`src/rtl/frame_loader.sv`:
```
// Byte-stream frame loader: hunts for a sync byte, packs 32 data bytes into eight
// 32-bit pixel words and writes them out over a pipelined Wishbone master port.
module frame_loader #(
  parameter logic [7:0]  SYNC_BYTE   = 8'hA5,
  parameter int unsigned ACK_TIMEOUT = 255
) (
  input  logic        clk,
  input  logic        reset_n,
  input  logic [7:0]  i_data,
  input  logic        i_valid,
  output logic        o_ready,
  output logic        o_wb_cyc,
  output logic        o_wb_stb,
  output logic        o_wb_we,
  output logic [2:0]  o_wb_addr,
  output logic [3:0]  o_wb_sel,
  output logic [31:0] o_wb_wdata,
  input  logic        i_wb_ack,
  input  logic        i_wb_stall,
  input  logic [31:0] i_wb_rdata,
  output logic        o_frame_done,
  output logic        o_err
);

  typedef enum logic [1:0] {HUNT, COLLECT, WRITE, WAIT_ACK} state_t;

  localparam logic [7:0] TMO_LAST = 8'(ACK_TIMEOUT - 1);

  state_t      state_q, state_d;
  logic [1:0]  byte_cnt_q, byte_cnt_d;
  logic [2:0]  word_cnt_q, word_cnt_d;
  logic [7:0]  tmo_q, tmo_d;
  logic [31:0] word_q, word_d;
  logic        ready_q, ready_d;
  logic        done_q, done_d;
  logic        err_q, err_d;
  logic        accept;
  logic        write_done;
  logic        unused_rdata;

  // Pixel bytes are .RGB.RGB: the two pad bits never reach the word.
  function automatic logic [7:0] mask_byte(input logic [7:0] b);
    return b & 8'h77;
  endfunction

  assign accept       = i_valid && ready_q;
  assign unused_rdata = ^i_wb_rdata;

  always_ff @(posedge clk or negedge reset_n) begin
    if (!reset_n) begin
      state_q    <= HUNT;
      byte_cnt_q <= 2'd0;
      word_cnt_q <= 3'd0;
      tmo_q      <= 8'd0;
      word_q     <= 32'd0;
      ready_q    <= 1'b0;
      done_q     <= 1'b0;
      err_q      <= 1'b0;
    end else begin
      state_q    <= state_d;
      byte_cnt_q <= byte_cnt_d;
      word_cnt_q <= word_cnt_d;
      tmo_q      <= tmo_d;
      word_q     <= word_d;
      ready_q    <= ready_d;
      done_q     <= done_d;
      err_q      <= err_d;
    end
  end

  always_comb begin
    state_d    = state_q;
    byte_cnt_d = byte_cnt_q;
    word_cnt_d = word_cnt_q;
    tmo_d      = tmo_q;
    word_d     = word_q;
    done_d     = 1'b0;
    err_d      = 1'b0;
    write_done = 1'b0;

    case (state_q)
      HUNT: begin
        if (accept && (i_data == SYNC_BYTE)) begin
          state_d    = COLLECT;
          byte_cnt_d = 2'd0;
          word_cnt_d = 3'd0;
          word_d     = 32'd0;
        end
      end
      COLLECT: begin
        if (accept) begin
          word_d     = {word_q[23:0], mask_byte(i_data)};
          byte_cnt_d = byte_cnt_q + 2'd1;
          if (byte_cnt_q == 2'd3) state_d = WRITE;
        end
      end
      WRITE: begin
        if (!i_wb_stall) begin
          if (i_wb_ack) begin
            write_done = 1'b1;
          end else begin
            state_d = WAIT_ACK;
            tmo_d   = 8'd0;
          end
        end
      end
      WAIT_ACK: begin
        if (i_wb_ack) begin
          write_done = 1'b1;
        end else if (tmo_q == TMO_LAST) begin
          // Give up on this frame; earlier words stay in the slave.
          err_d      = 1'b1;
          state_d    = HUNT;
          word_cnt_d = 3'd0;
        end else begin
          tmo_d = tmo_q + 8'd1;
        end
      end
      default: state_d = HUNT;
    endcase

    if (write_done) begin
      if (word_cnt_q == 3'd7) begin
        done_d     = 1'b1;
        state_d    = HUNT;
        word_cnt_d = 3'd0;
      end else begin
        state_d    = COLLECT;
        word_cnt_d = word_cnt_q + 3'd1;
      end
    end

    ready_d = (state_d == HUNT) || (state_d == COLLECT);
  end

  assign o_ready      = ready_q;
  assign o_wb_cyc     = (state_q == WRITE) || (state_q == WAIT_ACK);
  assign o_wb_stb     = (state_q == WRITE);
  assign o_wb_we      = o_wb_cyc;
  assign o_wb_sel     = o_wb_cyc ? 4'hF : 4'h0;
  assign o_wb_addr    = word_cnt_q;
  assign o_wb_wdata   = word_q;
  assign o_frame_done = done_q;
  assign o_err        = err_q;

endmodule

```
`config.mk`:
```
export PLATFORM = sky130hd
export DESIGN_NAME = frame_loader
export DESIGN_NICKNAME = d
export VERILOG_FILES = /design/src/rtl/frame_loader.sv
export SDC_FILE = /design/constraint.sdc
export NUM_CORES = 1
export LEC_CHECK = 0
export CAP_MARGIN = 20
export CORE_AREA = 2 2 72 74
export CTS_CLUSTER_DIAMETER = 80
export DETAILED_ROUTE_END_ITERATION = 12
export DIE_AREA = 0 0 74 76
export PLACE_DENSITY_LB_ADDON = 0.12
export SYNTH_ARGS = -nofsm -noshare
export SYNTH_HDL_FRONTEND = slang
export SYNTH_SLANG_ARGS = --single-unit
```
`constraint.sdc`:
```
create_clock -name clk -period 2.3 [get_ports clk]
set_input_delay 0.69 -clock clk [delete_from_list [all_inputs] [get_ports clk]]
set_output_delay 0.69 -clock clk [all_outputs]
set_load 0.1 [all_outputs]
```
==> reports/metrics.csv <==
stage;metric;value;unit
run_status;status;completed;
sta;worst_pin_slew;0.531;ns
yosys;syn_inst;162;
yosys;syn-cell-area;1940;um^2
final_layout;final_cell_area;2610;um^2
clock_tree;ctsHtreeMaxLevel;2;
global_routing;grt_pass1_vias;1462;
sta;drv_slew;0;
final_layout;final_layout_size_suffix_gt1_share;29.4;%
global_routing;grt_overflow;0;
clock_tree;post_cts_resized;0;
yosys;synth.avg_cell_area;11.9;um^2
yosys;yosysSeqAreaShare;54.3;%
yosys;synth_top_family_by_area;compound AO/OA/AOI/OAI gates;
yosys;synth.most_common_cell;dfrtp_1;
final_layout;layout.nets;267;
clock_tree;cts_buffer_depth;2;
setup_path;r2r_end;tmo_q[5]$_DFFE_PN0P_;
yosys;synthTopCellsByArea;dfrtp_1, a22o_1, buf_4;
final_layout;fin_util;53.1;%
sta;max_freq;447;MHz
sta;rsz0062_at_grt;no;
yosys;yosysWarnings;0;
route;vias;1480;
route;drtIter0Drc;81;
yosys;netlist.area_leader.share;54.3;%
yosys;synth_edf_count;0;
floorplan;die-area;5620;um^2
global_routing;track_usage;16.2;%
floorplan;pin_count;90;
route;drcViolationCount;0;
final_layout;diodes;0;
floorplan;dieWidth;74;um
setup_path;timing.rr.start;tmo_q[0]$_DFFE_PN0P_;
min_path;hp-class;in -> async;
setup_path;cp_max_fo;19;
clock_tree;clock_latency;0.29;ns
setup_path;cp-end-kind;flip-flop;
yosys;synth_compound_area_share;20.2;%
setup_path;path_buf_inv;2;
sta;final-hold-violation-count;0;
yosys;ys_async_sr_fraction;100;%
route;wl;4.28;mm
floorplan;start_util;39.4;%
final_layout;area_growth;34.7;%
yosys;yosys.area.top_type;dfrtp_1;
flow_run;maxCapViolCount;0;
yosys;synth_top_flop_cell;dfrtp_1;
setup_path;worstPathArrival;2.41;ns
final_layout;fillCellCount;458;
sta;period_share;97.3;%
setup_path;slowest_delay;0.56;ns
yosys;synth-seq-cells;42;
placement;port_buffers;49;
sta;relSlewSlack;64.6;%
setup_path;r2r_slack;0.36;ns
floorplan;fp-row-count;26;
sta;skew;0.00389;ns
clock_tree;postCtsHoldBufs;0;
setup_path;crit_family;simple AND/OR/NAND/NOR gates;
setup_path;path_depth;6;
setup_path;r2r_cells;6;
yosys;synth-simple-area-share;13.4;%
placement;placed_cell_area;2500;um^2
route;antenna_left;0;
clock_tree;cts_buffers;5;
setup_path;worstPathCellList;clkdlybuf4s50_1, or4bb_1, nor3_4, nor2_2, buf_12, a22o_1;
setup_path;cp_slowest_cell;or4bb_1;
route;routed_via_density;5.14;
yosys;synth_mux_area_share;0.582;%
placement;globalplace.congestion;0.732;
clock_tree;root_buffer;clkbuf_8;
setup_path;required;2.48;ns
setup_path;crit_type;in -> reg;
global_routing;grt_pass1_wl;7.16;mm
sta;tns;0;ns
yosys;post_synth_num_cell_types;40;
setup_path;start_kind;input port;
yosys;synth_top_cells_by_count;dfrtp_1, a22o_1, buf_4;
floorplan;coreArea;4910;um^2
clock_tree;cts_tree;yes;
clock_tree;cts.sinks;42;
sta;min_period;2.24;ns
yosys;synthAdderAreaFrac;3.23;%
global_routing;antenna_found_initial;0;
clock_tree;postCtsSetupRepairBufs;0;
route;wl_per_cell;14.8;um
yosys;synth_xor_area_share;0;%
global_routing;grt_max_degree;43;
floorplan;die_y;76;um
sta;finalSetupViolCount;0;
route;drt_pre_antenna_iters;4;
placement;hpwl;3.03;mm
clock_tree;clk_pin_slew;0.08;ns
[routing by layer]
layer / up-vias / wire [um] / global-route usage [%]
met1: 749 / 1970 / 21.7
met4: 0 / 20 / 4.36
met3: 4 / 134 / 4.76
met5: - / 0 / 0
met2: 30 / 2150 / 25.6
li1: 697 / - / -
[layout make-up]
class	count	area [um^2]	share of cell area, %
Multi-Input combinational cell	103	757	29.0
Clock buffer	7	76.3	2.93
Timing Repair Buffer	63	598	22.9
Clock inverter	1	30.0	1.15
Inverter	2	7.51	0.288
Tap cell	70	87.6	3.36
Sequential cell	42	1050	40.3
[worst max-delay path by stage]
stage | from | end | slack [ns]
3_3_place_gp | i_data[2] | o_wb_wdata[30]$_DFFE_PN0P_ | -0.21
6_report | i_data[2] | o_wb_wdata[24]$_DFFE_PN0P_ | 0.06
2_1_floorplan | state_q[1]$_DFF_PN0_ | o_wb_sel[0] | 0.28
5_1_grt | i_data[2] | o_wb_wdata[5]$_DFFE_PN0P_ | 0.009
4_1_cts | i_data[2] | o_wb_wdata[24]$_DFFE_PN0P_ | 0.06
3_5_place_dp | i_data[2] | o_wb_wdata[24]$_DFFE_PN0P_ | -0.24
[cells by family (layout without fill, tap and decap cells)]
group / after synthesis / after routing
flip-flops: 42 / 42
buffers and inverters: 24 / 73
multiplexers: 1 / 1
AND/OR/NAND/NOR: 39 / 39
AO/OA/AOI/OAI: 50 / 50
adder cells (fa/ha/maj): 5 / 5
other: 1 / 8
[per-stage QoR]
step,hold WS (ns),cells,setup WS (ns)
finish,0.461,288,0.0624
CTS,0.478,288,0.0584
floorplan,0.394,169,0.277
detailed placement,0.488,280,-0.244
global route,0.499,288,0.00883
global placement,0.483,280,-0.206
[state kept, by name, summed over array words and instances (netlist names)]
| register | flops |
|---|---|
| o_err | 1 |
| state_q | 2 |
| o_wb_wdata | 24 |
| o_wb_addr | 3 |
| o_ready | 1 |
| tmo_q | 8 |
| o_frame_done | 1 |
| byte_cnt_q | 2 |
[placed cells by master (no fill, tap or decap), types with 3 or more instances in the layout]
master / synthesis / routed
clkdlybuf4s50_1: 0 / 11
and3_1: 4 / 4
a21oi_1: 7 / 7
nand2b_1: 4 / 4
conb_1: 1 / 8
or4_1: 5 / 5
ha_1: 5 / 5
a22o_1: 28 / 28
buf_12: 0 / 8
buf_4: 13 / 43
clkbuf_8: 0 / 5
o31ai_1: 5 / 5
nand3_1: 3 / 3
dfrtp_1: 42 / 42
nand2_1: 5 / 5
o21ai_0: 3 / 3
[worst register-to-register path: stages (launching register included)]
cell and delay, ns:
dfrtp_1 0.41, inv_1 0.06, ha_1 0.18, and3_1 0.16, and3_1 0.34, or4_1 0.53
a21oi_1 0.18
Power is left out: the tool's default activity adds up to more than one toggle a clock period on the data nets, which glitch-free logic cannot reach.
